[src/rtl/mont_mult_serial.sv]
// Bit-serial radix-2 Montgomery multiplier: P = A*B*2^-WIDTH mod M, with A streamed LSB first
// from an upstream serializer that this block loads through a_load.
module mont_mult_serial #(
    parameter int WIDTH = 4
) (
    input  logic             clk,
    input  logic             rstb,
    input  logic             ena,
    input  logic             clear,
    input  logic             start,
    input  logic [WIDTH-1:0] B,
    input  logic [WIDTH-1:0] M,
    input  logic             A_bit,
    output logic             a_load,
    output logic             busy,
    output logic             done,
    output logic [WIDTH-1:0] P
);
    // state | meaning
    // IDLE  | waiting for start; B and M captured on the start edge
    // LOAD  | serializer captures A on this cycle's edge
    // CALC  | one interleaved add/reduce iteration per enabled edge
    // SUB   | conditional final subtraction, result into P, done next cycle
    localparam int RW = WIDTH + 2;
    localparam int CW = $clog2(WIDTH + 1);

    typedef enum logic [1:0] {S_IDLE, S_LOAD, S_CALC, S_SUB} state_t;

    state_t          r_state;
    state_t          w_state_nxt;
    logic [RW-1:0]   r_acc;
    logic [WIDTH-1:0] r_b;
    logic [WIDTH-1:0] r_m;
    logic [CW-1:0]   r_iter;
    logic [WIDTH-1:0] r_p;
    logic            r_done;

    logic [RW-1:0]   w_b_ext;
    logic [RW-1:0]   w_m_ext;
    logic [RW-1:0]   w_t;
    logic [RW-1:0]   w_sum;
    logic            w_last;
    logic            w_ge;

    assign w_b_ext = {2'b00, r_b};
    assign w_m_ext = {2'b00, r_m};
    // R < 2M keeps t + M below 4M, so RW bits never overflow
    assign w_t     = r_acc + (A_bit ? w_b_ext : '0);
    assign w_sum   = w_t + (w_t[0] ? w_m_ext : '0);
    assign w_last  = (r_iter == CW'(WIDTH - 1));
    assign w_ge    = (r_acc >= w_m_ext);

    always_ff @(posedge clk or negedge rstb) begin
        if (!rstb) begin
            r_state <= S_IDLE;
        end else if (ena) begin
            if (!clear) r_state <= S_IDLE;
            else        r_state <= w_state_nxt;
        end
    end

    always_comb begin
        w_state_nxt = r_state;
        case (r_state)
            S_IDLE:  if (start) w_state_nxt = S_LOAD;
            S_LOAD:  w_state_nxt = S_CALC;
            S_CALC:  if (w_last) w_state_nxt = S_SUB;
            S_SUB:   w_state_nxt = S_IDLE;
            default: w_state_nxt = S_IDLE;
        endcase
    end

    always_comb begin
        a_load = (r_state == S_LOAD);
        busy   = (r_state != S_IDLE);
    end

    always_ff @(posedge clk or negedge rstb) begin
        if (!rstb) begin
            r_acc  <= '0;
            r_b    <= '0;
            r_m    <= '0;
            r_iter <= '0;
            r_p    <= '0;
            r_done <= 1'b0;
        end else if (ena) begin
            if (!clear) begin
                r_acc  <= '0;
                r_iter <= '0;
                r_p    <= '0;
                r_done <= 1'b0;
            end else begin
                r_done <= 1'b0;
                case (r_state)
                    S_IDLE: begin
                        if (start) begin
                            r_b    <= B;
                            r_m    <= M;
                            r_acc  <= '0;
                            r_iter <= '0;
                        end
                    end
                    S_CALC: begin
                        r_acc  <= RW'(w_sum >> 1);
                        r_iter <= r_iter + CW'(1);
                    end
                    S_SUB: begin
                        r_p    <= WIDTH'(w_ge ? (r_acc - w_m_ext) : r_acc);
                        r_done <= 1'b1;
                    end
                    default: ;
                endcase
            end
        end
    end

    assign P    = r_p;
    assign done = r_done;

endmodule

[config.mk]
export PLATFORM = sky130hd
export DESIGN_NAME = mont_mult_serial
export DESIGN_NICKNAME = d
export VERILOG_FILES = /design/src/rtl/mont_mult_serial.sv
export SDC_FILE = /design/constraint.sdc
export NUM_CORES = 1
export LEC_CHECK = 0
export CAP_MARGIN = 20
export CORE_UTILIZATION = 42
export DETAILED_ROUTE_END_ITERATION = 12
export SKIP_LAST_GASP = 1
export SYNTH_ARGS = -nofsm -noshare
export SYNTH_HDL_FRONTEND = slang
export SYNTH_SLANG_ARGS = --single-unit
[constraint.sdc]
create_clock -name clk -period 3.2 [get_ports clk]
set_clock_uncertainty 0.2 [all_clocks]
set_input_delay 0.64 -clock clk [delete_from_list [all_inputs] [get_ports clk]]
set_output_delay 0.64 -clock clk [all_outputs]
set_load 0.005 [all_outputs]
Yosys cells after proc, flatten, opt, wreduce, memory -nomap -nowiden

Cells that the tools add are included.

Equal/unequal tests: 8
Mux-type cells: 17
Reductions and logical operators: 6
Add/subtract/negate cells: 4
Magnitude comparators: 1

Operators by type and width:

| kind                                                | count |
|---|---|
| two-way mux 4 bit                                   | 5 |
| adder 6 x 4 -> 6 bit                                | 2 |
| two-way mux 6 bit                                   | 2 |
| one-hot mux 6 bit (2 select lines)                  | 1 |
| one-hot mux 2 bit (4 select lines)                  | 1 |
| greater-or-equal comparator 6 x 4 -> 1 bit          | 1 |
| two-way mux 2 bit                                   | 3 |
| two-way mux 3 bit                                   | 2 |
| != test 3 bit, second input constant                | 2 |
| one-hot mux 3 bit (2 select lines)                  | 1 |
| AND reduction 3 bit                                 | 2 |
| equality test 2 bit, second input constant          | 2 |
| AND reduction 4 bit                                 | 1 |
| subtractor 4 bit                                    | 1 |
| adder 3 x 1 -> 3 bit, second input constant         | 1 |
| equality test 3 x 2 -> 1 bit, second input constant | 1 |
| != test 3 x 1 -> 1 bit, second input constant       | 1 |
| equality test 2 x 1 -> 1 bit, second input constant | 1 |
| zero test 2 bit                                     | 1 |
| two-way mux 1 bit                                   | 2 |
| != test 2 x 1 -> 1 bit, second input constant       | 1 |
| AND reduction 2 bit                                 | 1 |
| nonzero test 2 bit                                  | 1 |

Flip-flop bits (word level): 24
Input port bits: 14
Output and inout bits: 7
Word-level logic and storage cells: 43

Logic depth before layout (Yosys ltp)

Depth in word-level cells: 6
Gate-level depth with buffers: 10

Least setup slack after synthesis

No wires, ideal clock.

Path kind: in2reg
Start point: in A_bit
End point: reg r_acc[4]
Path buffers: 0
Library setup time: 126 ps
Data required time: 2874 ps
Stages: 10
Path slack: 381 ps
Data arrival time: 2493 ps
Cells stage by stage: and2_1 -> ha_1 -> fa_1 -> xor2_1 -> ha_1 -> a21oi_1 -> a21boi_0 -> o211ai_1 -> xor2_1 -> o21ai_1

Longest elaborated chain between the ends: 6

Ends and longest elaborated chain:

| what                                   | RTL line | source |
|---|---|---|
| start: declaration                     | 13       | `input logic A_bit,` |
| two-way mux 4 bit (*)                  | 48       | `assign w_t = r_acc + (A_bit ? w_b_ext : '0);` |
| adder 6 x 4 -> 6 bit (*)               | 48       |  |
| two-way mux 4 bit                      | 49       | `assign w_sum = w_t + (w_t[0] ? w_m_ext : '0);` |
| adder 6 x 4 -> 6 bit (*)               | 49       |  |
| one-hot mux 6 bit (2 select lines) (*) | 94       | `case (r_state)` |
| two-way mux 6 bit (*)                  | 87       | `if (!clear) begin` |
| end signal: assignment                 | 104      | `r_acc <= RW'(w_sum >> 1);` |
| end: declaration                       | 31       | `logic [RW-1:0] r_acc;` |

Mark *: on every way between the ends. The rest lies on a longest branch, timed or not.
A chain may end at the register's enable or synchronous reset.

Final worst setup path

Same ends and word-level chain as after synthesis.

==> reports/metrics.cfg <==
[detailed_routing]
highest_layer = met4
drt-total-wl_mm = 2.847
firstDrtPassIters = 4
met3WireLength_um = 89
antenna_left = 0
dr_wl_met2_mm = 1.380
met1_length_mm = 1.334
via_count = 1131
avgRoutedWirePerCell_um = 12.71
detail_route.drc_violations = 0
detail_route.iter0.violations = 43
post_drt_via_cell_ratio = 5.049

[setup_path]
rr_worst_depth = 10
cp_arrival_ns = 3.05
cp_data_required_time_ns = 3.22
critPathBufInv = 1
worst_path_dominant_cell_family = adder cells
worstPathCellList = clkdlybuf4s50_1 -> and2_1 -> ha_1 -> fa_2 -> xor2_1 -> ha_1 -> a21oi_2 -> a21boi_2 -> o211ai_1 -> xor2_1 -> o21ai_1
critPathSlowestCell = sky130_fd_sc_hd__clkdlybuf4s50_1
timing.critical_path.fanout_max = 4
timing_worst_setup_path_type = in -> reg
start_kind = input pin
critical-path-max-stage-delay_ns = 0.44
path_depth = 11
worst_setup_path_end_kind = flip-flop

[synth]
syn-cell-area_um2 = 1521
postSynthNetCount = 186
synth-simple-area-share = 0.1209
synthCells = 151
post_synth_mux_area_share = 0.07237
netlist-cell-type-count = 34
synth_compound_gate_area_share = 0.1637
synthXorXnorAreaFrac = 0.03454
synth_top_family_by_area = adder cells
avgSynthCellArea_um2 = 10.08
seq_area_frac_synth = 0.3783
synth-adder-area-share = 0.1875
ys_seq_elements = 23
yosysWarningCount = 0

[sta]
final-hold-violation-count = 0
tightest_slew_ns = 0.6708
report.final.slew_viol_count = 0
post-route-min-period_ns = 3.039
final_setup_violations = 0
slew-limit-headroom = 0.5501
final_min_period_over_clock_period = 0.9495
fin_worst_hold_slack_ns = 0.3018
clock.fmax_mhz = 329.1

[floorplanning]
coreArea_um2 = 3416
die_h_um = 62.19
start_util = 0.4454
floorplan.die_area_um2 = 3867
die_x_um = 62.19
rows = 21
io-pin-count = 21

[placement]
hpwl_mm = 2.314
placedCellCount = 220
finalWeightedCongestion = 0.8406
port_buffers = 20
placed_area_um2 = 1804

[clocking]
htree_levels = 1
cts_made_buffers = 3
clk_transition_reported_paths_ns = 0.13
clock_tree.root_cell = sky130_fd_sc_hd__clkbuf_4
cts_sinks = 23
cts_setup_buffers = 0
clock_buffer_depth = 2
tritoncts = yes
post_cts_hold_buffer_count = 0
clk-insertion-delay-late_ns = 0.33

[grt]
grt_use_total = 0.1659
global_route.overflow_total = 0
grt_start_max_net_pins = 24
grt_first_pass_wirelength_mm = 5.023
antenna_violations_before_repair = 0
number_of_global_route_vias_before_repair = 1161

[final_layout]
antenna-diode-count = 0
final_cell_area_um2 = 1844
instances_no_fill = 224
final_layout_size_suffix_gt1_frac = 0.1236
fill_count = 325
layout-area-overhead-vs-synth_pct = 21.22
design.final.nets = 214

[min_path]
min_delay_path_depth = 2
hold_path.class = reg -> reg

[power]
vdd.ir_drop.worst_mv = 0.2864
cellPowerDensity_nw_per_um2 = 655.2
leakagePower_nw = 0.8766

[flow_run]
max-cap-violations = 0

[run_status]
status = completed

[logic make-up (layout without fill, tap and decap cells)]
kind of cell    Yosys count  in the layout
flops                    23             23
compound gates           37             37
simple gates             37             37
mux                      10             10
buf+inv                  17             44
fa+ha+maj                21             21
xor+xnor                  6              6
[repair_timing]
item / CTS / global route
gates resized for setup: 0 / 4
setup endpoints to repair: 0 / 1
hold endpoints to repair: 0 / 0
[cell usage after synthesis]
| cell | count | area, um2 |
|---|---|---|
| sky130_fd_sc_hd__nor3_1 | 1 | 5.000 |
| sky130_fd_sc_hd__a21oi_1 | 5 | 25.02 |
| sky130_fd_sc_hd__nor2b_1 | 2 | 12.51 |
| sky130_fd_sc_hd__nand4_1 | 4 | 25.02 |
| sky130_fd_sc_hd__or3_1 | 1 | 6.260 |
| sky130_fd_sc_hd__o211ai_1 | 1 | 7.510 |
| sky130_fd_sc_hd__a22oi_1 | 1 | 7.510 |
| sky130_fd_sc_hd__ha_1 | 18 | 225.2 |
| sky130_fd_sc_hd__a211oi_1 | 1 | 7.510 |
| sky130_fd_sc_hd__fa_1 | 3 | 60.06 |
| sky130_fd_sc_hd__mux2i_1 | 2 | 20.02 |
| sky130_fd_sc_hd__clkbuf_2 | 1 | 5.000 |
| sky130_fd_sc_hd__nand2_1 | 14 | 52.55 |
| sky130_fd_sc_hd__a221o_1 | 1 | 10.01 |
| sky130_fd_sc_hd__a21boi_0 | 1 | 7.510 |
| sky130_fd_sc_hd__a32oi_1 | 1 | 8.760 |
| sky130_fd_sc_hd__and3_1 | 1 | 6.260 |
| sky130_fd_sc_hd__a211oi_4 | 1 | 20.02 |
| sky130_fd_sc_hd__nor2_1 | 3 | 11.26 |
| sky130_fd_sc_hd__inv_1 | 16 | 60.06 |
| sky130_fd_sc_hd__o21ai_1 | 4 | 20.02 |
| sky130_fd_sc_hd__a21o_2 | 1 | 8.760 |
| sky130_fd_sc_hd__and2_1 | 7 | 43.79 |
| sky130_fd_sc_hd__o31a_1 | 1 | 8.760 |
| sky130_fd_sc_hd__o31ai_1 | 2 | 15.01 |
| sky130_fd_sc_hd__o31ai_2 | 1 | 12.51 |
| sky130_fd_sc_hd__mux2_2 | 8 | 90.09 |
| sky130_fd_sc_hd__nand2b_1 | 1 | 6.260 |
| sky130_fd_sc_hd__xor2_1 | 4 | 35.03 |
| sky130_fd_sc_hd__o21ai_0 | 12 | 60.06 |
| sky130_fd_sc_hd__dfrtp_1 | 23 | 575.6 |
| sky130_fd_sc_hd__nand3_1 | 3 | 15.01 |
| sky130_fd_sc_hd__xnor2_1 | 2 | 17.52 |
| sky130_fd_sc_hd__a21o_1 | 4 | 30.03 |
[placed cells by master (no fill, tap or decap), drive strengths merged, types with 4 or more instances in the layout]
| cell | netlist | routed |
|---|---|---|
| nand2 | 14 | 14 |
| a21oi | 5 | 5 |
| buf | 0 | 4 |
| ha | 18 | 18 |
| a21o | 5 | 5 |
| o21ai | 16 | 16 |
| and2 | 7 | 7 |
| nand4 | 4 | 4 |
| xor2 | 4 | 4 |
| inv | 16 | 16 |
| dfrtp | 23 | 23 |
| mux2 | 8 | 8 |
| clkdlybuf4s50 | 0 | 20 |
[where the power goes]
group	leakage (nW)	switching (mW)	internal [mW]
logic	0.560	0.301	0.328
clock network	0.0139	0.0979	0.0479
registers	0.302	0.0655	0.368
[sequential cells by signal, indices dropped and copies added, names as in the netlist]
name and cells:
P 4, r_iter 3, r_state 2, done 1, r_b 4, r_m 4, r_acc 5
[layout make-up]
| class | count | area, um2 | area share |
|---|---|---|---|
| clock buffers | 3 | 22.52 | 0.01221 |
| clock inverters | 1 | 7.507 | 0.004071 |
| inverters | 16 | 60.06 | 0.03256 |
| multi-input cells | 111 | 890.9 | 0.4830 |
| flip-flops and latches | 23 | 575.6 | 0.3121 |
| well taps | 46 | 57.56 | 0.03121 |
| repair buffers | 24 | 230.2 | 0.1248 |
[tightest hold or removal path: cells and delay by family (launching register included)]
family / cells / cell delay, ns
flops: 1 / 0.37
compound gates: 1 / 0.06
simple gates: 1 / 0.05
[routing by layer]
layer	global-route usage	vias to the layer above
li1	-	585
met1	0.1998	522
met2	0.2926	20
met3	0.03125	4
met4	0.06105	0
met5	0	-
[worst paths after layout]
check | from | end | slack [ns]
worst max register to register | r_b[0] | r_acc[4] | 0.49
max in group asynchronous | rstb | r_b[3] | 2.12
min in group asynchronous | rstb | done | 0.44
worst min register to register | P[2] | P[2] | 0.30
worst max-delay path | A_bit | r_acc[4] | 0.16
worst min-delay path | P[2] | P[2] | 0.30
[through the flow]
stage	setup WS (ns)	utilization	power, mW	setup TNS (ns)
floorplan	0.3813	-	0.8681	0
global placement	-0.1651	0.5282	1.048	-0.2844
detailed placement	-0.2846	0.5282	1.073	-0.5372
CTS	0.07079	0.5370	1.220	0
global route	-0.001600	0.5399	1.323	-0.001600
finish	0.1614	0.5399	1.208	0
(Power assumes the default switching activity.)
